$ cat src/rtl/conv1d_obi_pkg.sv
// Shared types and default sizing for the conv1d OBI read streamer.
package conv1d_obi_pkg;

    localparam int DEF_ADDR_W     = 32;
    localparam int DEF_DATA_W     = 32;
    localparam int DEF_LEN_W      = 16;
    localparam int DEF_MAX_OUTST  = 4;
    localparam int DEF_FIFO_DEPTH = 8;

    typedef enum logic [1:0] {
        ST_IDLE  = 2'd0,
        ST_ISSUE = 2'd1,
        ST_DRAIN = 2'd2
    } state_t;

    // OBI manager-side request bundle at default widths
    typedef struct packed {
        logic                      req;
        logic                      we;
        logic [DEF_DATA_W/8-1:0]   be;
        logic [DEF_ADDR_W-1:0]     addr;
        logic [DEF_DATA_W-1:0]     wdata;
    } obi_req_t;

    // OBI subordinate-side response bundle at default widths
    typedef struct packed {
        logic                      gnt;
        logic                      rvalid;
        logic [DEF_DATA_W-1:0]     rdata;
    } obi_resp_t;

endpackage

$ cat src/rtl/conv1d_obi_fifo.sv
// Synchronous FIFO with registered write and combinational head read.
// A pushed word is visible at the head one cycle after the push.
module conv1d_obi_fifo #(
    parameter int WIDTH = 33,
    parameter int DEPTH = 8,
    localparam int PTR_W = (DEPTH > 1) ? $clog2(DEPTH) : 1,
    localparam int CNT_W = $clog2(DEPTH) + 1
) (
    input  logic             clk,
    input  logic             rst,
    input  logic             push,
    input  logic [WIDTH-1:0] wdata,
    input  logic             pop,
    output logic [WIDTH-1:0] rdata,
    output logic             empty,
    output logic [CNT_W-1:0] count
);

    logic [WIDTH-1:0] mem [DEPTH];
    logic [PTR_W-1:0] wptr;
    logic [PTR_W-1:0] rptr;
    logic             do_push;
    logic             do_pop;
    logic             full;

    assign empty   = (count == '0);
    assign full    = (count == CNT_W'(DEPTH));
    assign do_push = push && !full;
    assign do_pop  = pop && !empty;
    assign rdata   = mem[rptr];

    // Storage array; not reset, contents only meaningful below count
    always_ff @(posedge clk) begin
        if (do_push) begin
            mem[wptr] <= wdata;
        end
    end

    // Pointer and occupancy bookkeeping
    always_ff @(posedge clk) begin
        if (rst) begin
            wptr  <= '0;
            rptr  <= '0;
            count <= '0;
        end else begin
            if (do_push) begin
                wptr <= (wptr == PTR_W'(DEPTH - 1)) ? '0 : wptr + PTR_W'(1);
            end
            if (do_pop) begin
                rptr <= (rptr == PTR_W'(DEPTH - 1)) ? '0 : rptr + PTR_W'(1);
            end
            if (do_push && !do_pop) begin
                count <= count + CNT_W'(1);
            end else if (!do_push && do_pop) begin
                count <= count - CNT_W'(1);
            end
        end
    end

endmodule

$ cat src/rtl/conv1d_obi_rd_streamer.sv
// Strided OBI read burst engine: issues len reads at base + k*stride and
// streams the responses out in order, tagging the final word.
//
// state    | meaning
// ---------+------------------------------------------------------------
// ST_IDLE  | waiting for a command; cmd_ready_o high
// ST_ISSUE | issuing reads while credit allows
// ST_DRAIN | all reads granted; waiting for the last word to leave
module conv1d_obi_rd_streamer
    import conv1d_obi_pkg::*;
#(
    parameter int ADDR_W     = DEF_ADDR_W,
    parameter int DATA_W     = DEF_DATA_W,
    parameter int LEN_W      = DEF_LEN_W,
    parameter int MAX_OUTST  = DEF_MAX_OUTST,
    parameter int FIFO_DEPTH = DEF_FIFO_DEPTH
) (
    input  logic                clk_i,
    input  logic                rst_i,
    input  logic                cmd_valid_i,
    output logic                cmd_ready_o,
    input  logic [ADDR_W-1:0]   cmd_addr_i,
    input  logic [LEN_W-1:0]    cmd_len_i,
    input  logic [ADDR_W-1:0]   cmd_stride_i,
    output logic                obi_req_o,
    output logic                obi_we_o,
    output logic [DATA_W/8-1:0] obi_be_o,
    output logic [ADDR_W-1:0]   obi_addr_o,
    output logic [DATA_W-1:0]   obi_wdata_o,
    input  logic                obi_gnt_i,
    input  logic                obi_rvalid_i,
    input  logic [DATA_W-1:0]   obi_rdata_i,
    output logic                dout_valid_o,
    input  logic                dout_ready_i,
    output logic [DATA_W-1:0]   dout_data_o,
    output logic                dout_last_o,
    output logic                busy_o,
    output logic                done_o
);

    localparam int OUT_W = $clog2(MAX_OUTST + 1);
    localparam int CNT_W = $clog2(FIFO_DEPTH) + 1;

    state_t            state;
    logic [LEN_W-1:0]  len;
    logic [ADDR_W-1:0] stride;
    logic [ADDR_W-1:0] cur_addr;
    logic [LEN_W-1:0]  issued;
    logic [LEN_W-1:0]  push_idx;
    logic [OUT_W-1:0]  outst;
    logic              done;

    logic              grant;
    logic              resp;
    logic              credit_ok;
    logic              fifo_pop;
    logic              fifo_empty;
    logic [CNT_W-1:0]  fifo_count;
    logic [DATA_W:0]   fifo_wdata;
    logic [DATA_W:0]   fifo_rdata;
    logic              last_xfer;

    // Read-only manager: write channel tied off
    assign obi_we_o    = 1'b0;
    assign obi_be_o    = '1;
    assign obi_wdata_o = '0;

    // Outstanding reads plus buffered words must never exceed the buffer,
    // so every granted read already owns a FIFO slot. While a request
    // waits for grant this sum can only shrink, so req never drops early.
    assign credit_ok = (outst < OUT_W'(MAX_OUTST)) &&
                       ((32'(outst) + 32'(fifo_count)) < 32'(FIFO_DEPTH));

    assign obi_req_o  = (state == ST_ISSUE) && (issued < len) && credit_ok;
    assign obi_addr_o = cur_addr;
    assign grant      = obi_req_o && obi_gnt_i;
    assign resp       = obi_rvalid_i && (outst != '0);

    assign fifo_wdata = {(push_idx == len - LEN_W'(1)), obi_rdata_i};
    assign fifo_pop   = dout_valid_o && dout_ready_i;

    assign dout_valid_o = !fifo_empty;
    assign dout_data_o  = fifo_rdata[DATA_W-1:0];
    assign dout_last_o  = !fifo_empty && fifo_rdata[DATA_W];
    assign last_xfer    = fifo_pop && fifo_rdata[DATA_W];

    assign cmd_ready_o = (state == ST_IDLE);
    assign busy_o      = (state != ST_IDLE);
    assign done_o      = done;

    // Burst sequencing, address generation and outstanding-read tracking
    always_ff @(posedge clk_i) begin
        if (rst_i) begin
            state    <= ST_IDLE;
            len      <= '0;
            stride   <= '0;
            cur_addr <= '0;
            issued   <= '0;
            push_idx <= '0;
            outst    <= '0;
            done     <= 1'b0;
        end else begin
            done <= 1'b0;
            case (state)
                ST_IDLE: begin
                    if (cmd_valid_i) begin
                        len      <= cmd_len_i;
                        stride   <= cmd_stride_i;
                        cur_addr <= cmd_addr_i;
                        issued   <= '0;
                        push_idx <= '0;
                        if (cmd_len_i == '0) begin
                            done <= 1'b1;
                        end else begin
                            state <= ST_ISSUE;
                        end
                    end
                end
                ST_ISSUE: begin
                    if (grant) begin
                        cur_addr <= cur_addr + stride;
                        issued   <= issued + LEN_W'(1);
                        if (issued == len - LEN_W'(1)) begin
                            state <= ST_DRAIN;
                        end
                    end
                end
                ST_DRAIN: begin
                    if (last_xfer) begin
                        state <= ST_IDLE;
                        done  <= 1'b1;
                    end
                end
                default: state <= ST_IDLE;
            endcase

            if (grant && !resp) begin
                outst <= outst + OUT_W'(1);
            end else if (!grant && resp) begin
                outst <= outst - OUT_W'(1);
            end

            if (resp) begin
                push_idx <= push_idx + LEN_W'(1);
            end
        end
    end

    conv1d_obi_fifo #(
        .WIDTH (DATA_W + 1),
        .DEPTH (FIFO_DEPTH)
    ) u_fifo (
        .clk   (clk_i),
        .rst   (rst_i),
        .push  (resp),
        .wdata (fifo_wdata),
        .pop   (fifo_pop),
        .rdata (fifo_rdata),
        .empty (fifo_empty),
        .count (fifo_count)
    );

endmodule

$ cat config.mk
export PLATFORM = sky130hd
export DESIGN_NAME = conv1d_obi_rd_streamer
export DESIGN_NICKNAME = d
export VERILOG_FILES = /design/src/rtl/conv1d_obi_pkg.sv /design/src/rtl/conv1d_obi_fifo.sv /design/src/rtl/conv1d_obi_rd_streamer.sv
export SDC_FILE = /design/constraint.sdc
export NUM_CORES = 1
export LEC_CHECK = 0
export CAP_MARGIN = 20
export CORE_MARGIN = 2
export CORE_UTILIZATION = 60
export CTS_CLUSTER_SIZE = 30
export DETAILED_ROUTE_END_ITERATION = 8
export GPL_ROUTABILITY_DRIVEN = 0
export PLACE_DENSITY_LB_ADDON = 0.12
export SETUP_SLACK_MARGIN = 0.02
export SYNTH_ARGS = -nofsm -noshare
export SYNTH_HDL_FRONTEND = slang
export SYNTH_SLANG_ARGS = --single-unit
export TNS_END_PERCENT = 50
$ cat constraint.sdc
create_clock -name clk_i -period 8.06 [get_ports clk_i]
set_input_delay 1.612 -clock clk_i [delete_from_list [all_inputs] [get_ports clk_i]]
set_output_delay 1.612 -clock clk_i [all_outputs]
set_load 0.03 [all_outputs]
# Word-level counts from Yosys, hierarchy flattened
# Memory sizes are Yosys's and may differ from the RTL's. A register that Yosys moved wholly into a read port is not among the register bits.
# Index checks and enable logic that the tools add are counted.
word_totals:
  ramBits: 264
  mem_count: 1
  elab_cells: 100
  ff_bits: 128
  out_inout_bits: 107
op_classes:
  mux: 28
  reduce_logical: 34
  addsub: 11
  magnitude_cmp: 3
  n_eq_ne: 12
memory_table:
  columns: ["name", "words", "word_bits", "read_ports", "rd_ports_with_merged_regs", "wr", "line", "text"]
  rows:
  - ["u_fifo.mem", 8, 33, 1, 1, 1, "conv1d_obi_fifo.sv:19", "logic [WIDTH-1:0] mem [DEPTH];"]
ops:
  columns: ["operator", "n"]
  rows:
  - ["16-bit two-way mux", 4]
  - ["32-bit two-way mux", 2]
  - ["32-bit one-hot mux with 2 select lines", 1]
  - ["16-bit by 1-bit adder with 16-bit output, second input constant", 2]
  - ["32-bit adder", 1]
  - ["16-bit equality test", 2]
  - ["16-bit one-hot mux with 2 select lines", 1]
  - ["3-bit two-way mux", 6]
  - ["16-bit zero test", 1]
  - ["16-bit less-than comparator", 1]
  - ["16-bit by 1-bit subtractor with 16-bit output, second input constant", 1]
  - ["1-bit logical AND", 14]
  - ["2-bit nonzero test", 6]
  - ["2-bit two-way mux", 5]
  - ["3-bit by 1-bit adder with 3-bit output, second input constant", 3]
  - ["4-bit two-way mux", 2]
  - ["2-bit inequality test, second input constant", 4]
  - ["3-bit equality test, second input constant", 2]
  - ["1-bit zero test", 6]
  - ["2-bit one-hot mux with 3 select lines", 1]
  - ["3-bit by 4-bit adder with 5-bit output", 1]
  - ["5-bit by 4-bit less-than comparator with 1-bit output, second input constant", 1]
  - ["1-bit two-way mux", 5]
  - ["5-bit AND reduction", 1]
  - ["14 further kinds", 15]

# Depth between registers and ports, before layout
# Gate-level depths: netlist of the first run.
logic_depth:
  word_depth: 9
  ltp_mapped: 15

# Cells and area by module
# A second synthesis of the first run with hierarchy kept.
hier_totals:
  hier_cells: 1491
  hier_area_um2: 18596.6
by_module_without_submodules:
  columns: ["mod", "n_inst", "cells_per_inst", "area_each_um2"]
  rows:
  - ["conv1d_obi_fifo", 1, 455, 10580.1]
  - ["conv1d_obi_rd_streamer", 1, 1036, 8016.4]

# Worst setup path before layout of the first run
# Ideal clock, no wire load.
synth_timing:
  path_type: "input-to-reg"
  from: "input port obi_rvalid_i"
  to: "memory u_fifo.mem[4][0], enable pin"
  path_stages: 5
  path_buffers: 0
  required_ns: 7.596
  arrival_time_ns: 4.818
  setup_time_ns: 0.464
  setup_slack_ns: 2.778
  path_cell_list: "o31a_1 > inv_1 > a21oi_1 > nand2_1 > nor3_1"
synth_via:
  elab_chain_len: 4
synth_rtl:
  columns: ["element", "line", "text"]
  rows:
  - ["start, declared", "conv1d_obi_rd_streamer.sv:31", "input logic obi_rvalid_i,"]
  - ["1-bit logical AND", "conv1d_obi_rd_streamer.sv:77", "assign resp = obi_rvalid_i && (outst != '0);"]
  - ["1-bit logical AND", "conv1d_obi_fifo.sv:28", "assign do_push = push && !full;"]
  - ["net u_fifo.do_push", "conv1d_obi_fifo.sv:22", "logic do_push;"]
  - ["1-bit two-way mux", "conv1d_obi_fifo.sv:34", "if (do_push) begin"]
  - ["1-bit two-way mux (not written as such)", "conv1d_obi_fifo.sv:35", "mem[wptr] <= wdata;"]
  - ["end, declared", "conv1d_obi_fifo.sv:19", null]
# The timed path passes the listed nets, and every way through them passes these cells.

==> out/summary.md, run 1 <==
The design area is 22200 um2. For the number of setup buffers added after CTS, the log shows 0. Reg-to-reg endpoint: outst[2]. The share of Yosys cell area claimed by the top area cell type came out at 0.426. The number of buffers inserted for hold repair after clock tree synthesis was 0.

The tree is rooted in a sky130_fd_sc_hd__clkbuf_16. The setup check on the worst reg-to-reg path leaves a slack of 4.49 ns. The depth of the worst hold-timing path works out to 2.

In this run, synthesis inferred 264 flip-flops with an integrated enable. Across the routed clock network, the largest skew measured is 0.0157 ns. After clock tree synthesis, the clock-pin slew on the worst setup and hold paths is 0.06 ns.

The combined global-route utilization of all metal layers came out at 0.255. The run gives 1504 as the count of mapped cells out of synthesis. Sorting the synthesized cells by area gives the leading types as sky130_fd_sc_hd__edfxtp_1 (43%), sky130_fd_sc_hd__dfxtp_1 (14%), sky130_fd_sc_hd__mux4_2 (8.0%), sky130_fd_sc_hd__ha_1 (4.0%), sky130_fd_sc_hd__nand2_1 (3.4%). The path class of the tightest hold or removal check is flip-flop to flip-flop. The tools report the leakage power as 0.00777 uW.

From synthesis to final layout, the design area changed by 19.0%. At the pin with the least slew margin, the transition time is 1.04 ns. The async set or reset register ratio after synthesis came out at 0.

From bottom edge to top edge, the die measures 180 um. The cell type with the largest total area after synthesis is sky130_fd_sc_hd__edfxtp_1. The source of the worst hold timing path is len[15].

Category of the worst setup path capture point: an output port. The tools report the portion of the post-synthesis area used by sequential elements as 0.566. The via density per instance works out to 5.87.

After floorplanning, the core was sized to cover 30600 um2. The fraction of final layout cells sized beyond drive strength 1 works out to 0.126. At the end of the flow, the number of nets in the layout was 1856. Along the worst path, the maximum fanout reaches 36. The floorplan has 64 rows. The final number of hold-violating endpoints is 0. The placed instances occupy a cell area of 20700 um2. The power per cell area was 257 nW/um2.

The run gives 41.6 mm as the overall routed net length. In the routed design, unresolved DRC markers number 0. Worst flop-to-flop path startpoint: issued[2]. TritonCTS built the clock tree.

The synthesized netlist contains 85 unique library cells. First-pass GRT wire length: 66.5 mm. For the final routed database, the setup TNS stands at 0 ns.

The routed layout has 12300 vias. The number of violations of the max-capacitance limit was 0. The floorplan step set the die width to 180 um. The number of levels in the clock H-tree was 2. VDD sags by at most 0.000163 V. Entering global routing, the biggest net connects 73 pins. The Yosys step of the flow raised 0 warnings. The repair_antennas step left the layout with diodes totalling 0.

The later pin in the worst-skew pair is clocked with a latency of 0.54 ns. The logs give 41 for the total CTS buffers and 18600 um2 for the cell area after synthesis. The first-pass iteration count of the detailed router was 5; the filler cell count in the final layout was 2064. Endpoint with the worst hold slack: len[15]. The wire-length estimate of the detail-placed layout is 26.8 mm. Setup repair after global routing left no endpoint under its margin. The number of global-route vias before repair came out at 12400.

Data on the critical path is required at its endpoint by 6.45 ns. After detailed routing, the average wire length per cell comes to 19.8 um. The synthesized design contains 395 register bits.

Setup violations remaining at the end of the flow were counted as 0. Based on the critical path, the design can be clocked at up to 0.204 GHz. The clock period could shrink to 4.91 ns. Data arrival at the endpoint of the critical path: 3.30 ns. The tightest slew margin relative to the limit came out at 0.310. CTS saw 395 sinks. The number of primary I/O pins was 225.

By startpoint and endpoint, the worst setup path is classified as flip-flop to output port. The worst-case clock buffer depth is 3, and the effective utilization at floorplan is 0.609. The number of antenna violations at the first check in global routing was 1. The average instance in the mapped netlist occupies 12.4 um2. For the overall die area, the log shows 32500 um2. The run finished with clean final reports. The critical path launch point type is a flip-flop. In this run the remaining antenna-violating nets after routing total 0. Summed over all layers, the global routing overflow is 0. The final count of pins violating max slew is 0. The commonest register cell after synthesis is sky130_fd_sc_hd__edfxtp_1.

The logic depth of the worst register-to-register path is 12, and the number of input and output port buffers inserted is 187. Final clock period utilization by the worst path: 0.609. The violation count after the first detailed-routing iteration came out at 979.

The number of gates resized after CTS was 0.
==> sequential cells by signal, indices dropped and copies added, names as in the netlist, named ones only <==
signal and flops:
u_fifo.wptr 3, state 2, push_idx 16, u_fifo.count 4
stride 32, obi_addr_o 32, len 16, done_o 1
u_fifo.rptr 3, issued 16, outst 3, u_fifo.mem 264
==> final cells by class <==
type | instances | area (um2) | share of cell area
clock buffers | 51 | 1080 | 0.0489
clock inverters | 23 | 256 | 0.0116
inverters | 35 | 131 | 0.00593
multi-input cells | 998 | 7540 | 0.340
flip-flops and latches | 395 | 10600 | 0.476
well taps | 396 | 495 | 0.0224
repair buffers | 204 | 2100 | 0.0946
==> worst max path at each step <==
stage / start / to / slack [ns] / cells past startpoint
3_3_place_gp: obi_rvalid_i / u_fifo.mem[5][13] / 3.25 / 6
6_report: flip-flop / dout_data_o[10] / 3.15 / 5
5_1_grt: flip-flop / dout_data_o[10] / 2.96 / 5
4_1_cts: flip-flop / dout_data_o[10] / 2.83 / 4
2_1_floorplan: obi_rvalid_i / u_fifo.mem[4][0] / 2.78 / 5
3_5_place_dp: obi_rvalid_i / u_fifo.mem[7][14] / 3.10 / 6
==> cells in the final DEF, fill, tap and decap left out, types with 12 or more instances in the layout <==
master                            instances
sky130_fd_sc_hd__a211oi_1                17
sky130_fd_sc_hd__a21o_1                  14
sky130_fd_sc_hd__a21oi_1                109
sky130_fd_sc_hd__a311oi_1                19
sky130_fd_sc_hd__and3_1                  12
sky130_fd_sc_hd__clkbuf_16               42
sky130_fd_sc_hd__clkdlybuf4s50_1        186
sky130_fd_sc_hd__conb_1                  37
sky130_fd_sc_hd__dfxtp_1                128
sky130_fd_sc_hd__edfxtp_1               264
sky130_fd_sc_hd__ha_1                    60
sky130_fd_sc_hd__inv_1                   35
sky130_fd_sc_hd__mux2_2                  37
sky130_fd_sc_hd__mux2i_1                 13
sky130_fd_sc_hd__mux4_2                  66
sky130_fd_sc_hd__nand2_1                168
sky130_fd_sc_hd__nand3_1                 31
sky130_fd_sc_hd__nand4_1                 18
sky130_fd_sc_hd__nor2_1                 107
sky130_fd_sc_hd__nor3_1                  21
sky130_fd_sc_hd__nor4_1                  13
sky130_fd_sc_hd__o21ai_0                 33
sky130_fd_sc_hd__xnor2_1                 41
sky130_fd_sc_hd__xor2_1                  34
==> metal layers <==
| metal | vias up | global-route usage | share of wire | routed length [um] |
|---|---|---|---|---|
| met3 | 51 | 0.0497 | 0.058 | 2420 |
| li1 | 5897 | - | - | - |
| met2 | 334 | 0.448 | 0.50 | 20800 |
| met1 | 6064 | 0.329 | 0.42 | 17600 |
| met4 | 2 | 0.0610 | 0.017 | 724 |
| met5 | - | 0 | 0.00026 | 11 |
==> cells by family after synthesis <==
kind of cell,after synthesis,share of synthesized area
AOI/OAI and AO/OA,255,0.0896
xor gates and xnor gates,77,0.0370
adders and majority gates,63,0.0435
buffers and inverters,146,0.0394
DFF,395,0.566
muxes,116,0.109
other,2,0.000403
and+or+nand+nor,450,0.115
==> power breakdown <==
group          internal [uW]  total, uW  leakage (uW)  switching, uW
logic                    648       1440       0.00365            789
clock network           1120       1880      0.000653            763
registers               2290       2380       0.00346           94.3
==> worst max-delay path: stages (launching register included) <==
cell and delay [ns]:
sky130_fd_sc_hd__dfxtp_4 0.51, sky130_fd_sc_hd__buf_4 0.42, sky130_fd_sc_hd__buf_16 0.31, sky130_fd_sc_hd__mux4_2 0.57
sky130_fd_sc_hd__mux2_2 0.32, sky130_fd_sc_hd__clkdlybuf4s50_1 0.60
==> metrics by stage <==
stage / power, uW / cells / utilization / setup slack (ns) / hold slack [ns]
4_1_cts: 5730 / 2096 / 0.721 / 2.83 / 0.457
3_5_place_dp: 3840 / 2022 / 0.677 / 3.10 / 0.449
2_1_floorplan: 3400 / 1539 / - / 2.78 / 0.436
6_report: 5700 / 2102 / 0.725 / 3.15 / 0.458
5_1_grt: 5950 / 2102 / 0.725 / 2.96 / 0.483
3_3_place_gp: 3810 / 2020 / 0.676 / 3.25 / 0.448
==> synth_stat cells, types with 3 or more instances <==
cell,count
sky130_fd_sc_hd__edfxtp_1,264
sky130_fd_sc_hd__nand2_1,169
sky130_fd_sc_hd__dfxtp_1,131
sky130_fd_sc_hd__nor2_1,113
sky130_fd_sc_hd__a21oi_1,109
sky130_fd_sc_hd__mux4_2,66
sky130_fd_sc_hd__ha_1,60
sky130_fd_sc_hd__clkbuf_1,54
sky130_fd_sc_hd__xnor2_1,41
sky130_fd_sc_hd__buf_4,37
sky130_fd_sc_hd__mux2_2,37
sky130_fd_sc_hd__inv_1,35
sky130_fd_sc_hd__xor2_1,34
sky130_fd_sc_hd__o21ai_0,33
sky130_fd_sc_hd__nand3_1,31
sky130_fd_sc_hd__nor3_1,23
sky130_fd_sc_hd__a311oi_1,19
sky130_fd_sc_hd__nand4_1,18
sky130_fd_sc_hd__a211oi_1,17
sky130_fd_sc_hd__a21o_1,14
sky130_fd_sc_hd__mux2i_1,13
sky130_fd_sc_hd__nor4_1,13
sky130_fd_sc_hd__and3_1,12
sky130_fd_sc_hd__nand2b_1,10
sky130_fd_sc_hd__nor2b_1,10
sky130_fd_sc_hd__nor3b_1,10
sky130_fd_sc_hd__buf_2,8
sky130_fd_sc_hd__or3_1,8
sky130_fd_sc_hd__buf_1,7
sky130_fd_sc_hd__o31ai_1,7
sky130_fd_sc_hd__a31oi_1,6
sky130_fd_sc_hd__or2_2,6
sky130_fd_sc_hd__and2_1,5
sky130_fd_sc_hd__o21a_1,5
sky130_fd_sc_hd__or4_1,4
sky130_fd_sc_hd__a211o_1,3
sky130_fd_sc_hd__a221oi_1,3
sky130_fd_sc_hd__a41oi_1,3
sky130_fd_sc_hd__and4_1,3
sky130_fd_sc_hd__fa_1,3
sky130_fd_sc_hd__o2111a_1,3
sky130_fd_sc_hd__o211ai_1,3
sky130_fd_sc_hd__o31a_1,3
(Power assumes the default switching activity.)
==> run 2: changes to the inputs <==
- CORE_UTILIZATION: 60 -> 56
- clock period: 8.06 -> 4.8 ns (I/O delays scaled with it)
==> run 2 against run 1 <==
  * Sequential share of layout area shrank 0.15 points
  * Final area grew 0.31%
  * Clock-buffer cell count is 7 higher
  * Register-to-register slack lost 3.3 ns
  * Wire length shrank 1.7%
  * Sequential cell count stayed put
  * Power is 68% higher
  * Global-route usage is 2.0 points lower
  * Via count about the same
  * Critical path type unchanged
  * Utilization is 4.3 points lower
  * Die area increased by 7.0%
  * Worst hold slack better by 0.0016 ns
==> out/summary.md, run 2 (synthesis results as in run 1) <==
The count of vias placed by the detailed router was 12300 (-0.089%); the post-CTS clock slew at the launch and capture registers of the worst setup and hold paths was 0.06 ns (about the same). The flip-flop count of the largest register, all copies and words added works out to 264 (unchanged). The number of buffers inserted for hold repair after clock tree synthesis was 0 (unchanged); the antenna violation net count after detailed routing was 0 (unchanged).

The area of combinational cells with multiple inputs is 7540 um2 (unchanged), and the data arrival at the endpoint of the critical path is 3.08 ns (-0.22 ns). Setup repair after global routing left no endpoint under its margin. The run gives 32600 um2 (+6.6%) as the core footprint.

For the total setup violations reported at the end of the flow, the log shows 0 (unchanged). The count of cells resized by post-cts repair is 0 (unchanged), and the number of input and output port buffers inserted is 187 (unchanged). The worst setup path is launched from a flip-flop. The first-pass iteration count of the detailed router is 5 (unchanged).

The tools report the number of antenna violations at the first check in global routing as 2 (+1). The logs give 66 (+3.1%) for the count of standard-cell rows and 0.0115 ns (-0.00418 ns) for the post-route clock skew. The logic depth of the worst register-to-register path is 13 (+1), and the switching share of total power is 0.288 (about the same).

The tools report the worst setup margin as 0.764 ns (-2.39 ns). The post-detailed-route wirelength per cell is 19.0 um (-4.1%). TritonCTS built the clock tree.

The tools report the first-pass GRT wire length as 65.7 mm (-1.3%). The setup path with the least slack is of type flip-flop to output port. The worst stage delay on the critical path was 0.70 ns (+0.10 ns); the maximum number of pins on one net before global-route repair was 68 (-6.8%). The run gives 0.332 (+0.002) as the clock share of power.

The logs give 762 (-22%) for the violation count after the first detailed-routing iteration and 2 (unchanged) for the number of levels in the clock H-tree. The flop-to-flop setup slack was 1.18 ns (-3.31 ns). The number of global-route vias before repair was 12400 (-0.47%). The number of violations of the max-capacitance limit is 0 (unchanged).

The highest achievable clock rate was 0.248 GHz. Most common library cell in the layout ignoring fill and taps: sky130_fd_sc_hd__edfxtp_1. The global-route congestion overflow total was 0 (unchanged).

For the estimated wirelength of the detail-placed design, the log shows 26.6 mm (-0.71%). The overall power was 9610 uW (+68%). Horizontal extent of the die: 186 um (+3.4%). The number of setup buffers added after CTS is 0 (unchanged).

u_fifo.mem holds more flip-flops than any other register. The final clock period utilization by the worst path was 0.841; the worst vdd rail ir drop was 0.000260 V (+59%). STA classifies the critical path endpoint as an output port. The final number of hold-violating endpoints was 0 (unchanged). Root buffer cell: sky130_fd_sc_hd__clkbuf_16. The filler cell count in the final layout is 2348 (+14%). The logs give 0 (unchanged) for the total DRC errors in the routed layout and 0.417 (about the same) for the proportion of power drawn by flip-flops and latches. The fraction of final layout cells sized beyond drive strength 1 is 0.133 (+0.00665). The post-place setup slack is 0.852 ns (-2.25 ns), and the worst-case clock buffer depth is 3 (unchanged).

The CTS sink count is 395 (unchanged). The worst hold path terminates at stride[27]. The tools report the total CTS buffers as 40 (-2.4%).

The tools report the design internal power as 6840 uW (+69%). The tightest slew margin relative to the limit was 0.465 (+0.155). The sum of negative setup slack came out at 0 ns (unchanged).

Walking the worst path, the cells encountered are inv_1 -> ha_1 -> o21ai_0 -> a21oi_1 -> o31ai_1 -> a31oi_1 -> nor2b_1 -> clkdlybuf4s50_1. The via density per instance was 5.73 (-2.5%); the overall routed net length was 40.9 mm (-1.7%). The tools report the leakage power as 0.00781 uW (+0.49%). The logs give 0.571 (-0.0379) for the effective utilization at floorplan and 0.682 (-0.0430) for the final cell utilization of the core.

Switching power: 2770 uW (+68%). In this run the critical register-to-register path is captured at outst[2]. In the layout the commonest cells are sky130_fd_sc_hd__edfxtp_1 (264), sky130_fd_sc_hd__clkdlybuf4s50_1 (186), sky130_fd_sc_hd__nand2_1 (168).

The class of the tightest hold or removal check is flip-flop to flip-flop. The flow ran to the end, and the final reports show no timing, DRC or antenna violations. The transition at the pin with the smallest max-transition slack was 0.800 ns (-0.236 ns). The routed design could run at a clock period as short as 4.04 ns. Compared with the post-synthesis result, the final layout area differs by 19.4%.

The depth of the worst hold-timing path was 2 (unchanged); the combined global-route utilization of all metal layers was 0.235 (-0.0205). The combinational cell fraction of total power came out at 0.251 (about the same). The startpoint identified for the worst register-to-register timing path is len[2]. The slowest stage of the critical path belongs to the cell sky130_fd_sc_hd__clkdlybuf4s50_1.

The vertical die dimension came out at 186 um (+3.4%). The final count of pins violating max slew was 0 (unchanged). The storage element area was 10600 um2 (about the same). Latest clock arrival within the worst-skew pair: 0.54 ns (about the same). For the number of nets in the layout, the log shows 1861 (+0.27%). The highest fanout seen on the critical path is 9 (-75%), and the critical path required time is 3.84 ns (-2.61 ns). The overall die area was 34700 um2 (+7.0%); the power per cell area was 432 nW/um2 (+68%). The tools report the source of the worst hold timing path as stride[27]. Number of primary I/O pins: 225 (unchanged).
## run 2: routing by layer
layer | global-route usage | up-vias | wire length, um
li1 | - | 5891 | -
met1 | 0.309 | 6054 | 17700
met2 | 0.402 | 339 | 20000
met3 | 0.0446 | 51 | 2390
met4 | 0.0615 | 2 | 767
met5 | 0 | - | 13
## run 2: area by class of cell
cell class,instances,share of cell area
antenna,1,0.000113
clock buffer,58,0.0536
clock inverter,15,0.00793
inverter,35,0.00591
multi-input combinational,998,0.339
sequential,395,0.475
tap,442,0.0249
timing repair buffer,210,0.0935
## run 2: metrics by stage
stage | hold WS, ns | std cells | area, um2
floorplan | 0.436 | 1539 | 18800
global placement | 0.449 | 2080 | 20900
detailed placement | 0.453 | 2080 | 20900
CTS | 0.460 | 2153 | 22200
global route | 0.476 | 2153 | 22200
finish | 0.460 | 2154 | 22200
## run 2: worst max-delay path by stage
stage,start,to,slack (ns),depth (start not counted)
detailed placement,obi_rvalid_i,u_fifo.count[3],0.85,12
global route,len[2],obi_req_o,0.63,8
global placement,obi_rvalid_i,u_fifo.count[3],0.92,12
CTS,len[2],obi_req_o,0.73,8
floorplan,obi_rvalid_i,u_fifo.mem[4][0],0.17,5
finish,len[2],obi_req_o,0.76,8
## run 2: worst max-delay path, delay by kind of cell, from the launching register on
family          cells  cell delay, ns
buf+inv             2            0.78
compound gates      4            0.76
flops               1            0.48
fa+ha+maj           1            0.29
simple gates        1            0.22
## run 2: power groups by stage
stage | clock network, uW | logic (uW) | registers, uW
finish | 3190 | 2410 | 4010
global route | 3390 | 2610 | 4030
detailed placement | 0 | 2420 | 4080
floorplan | 0 | 1630 | 4090
CTS | 3250 | 2430 | 4010
global placement | 0 | 2390 | 4070
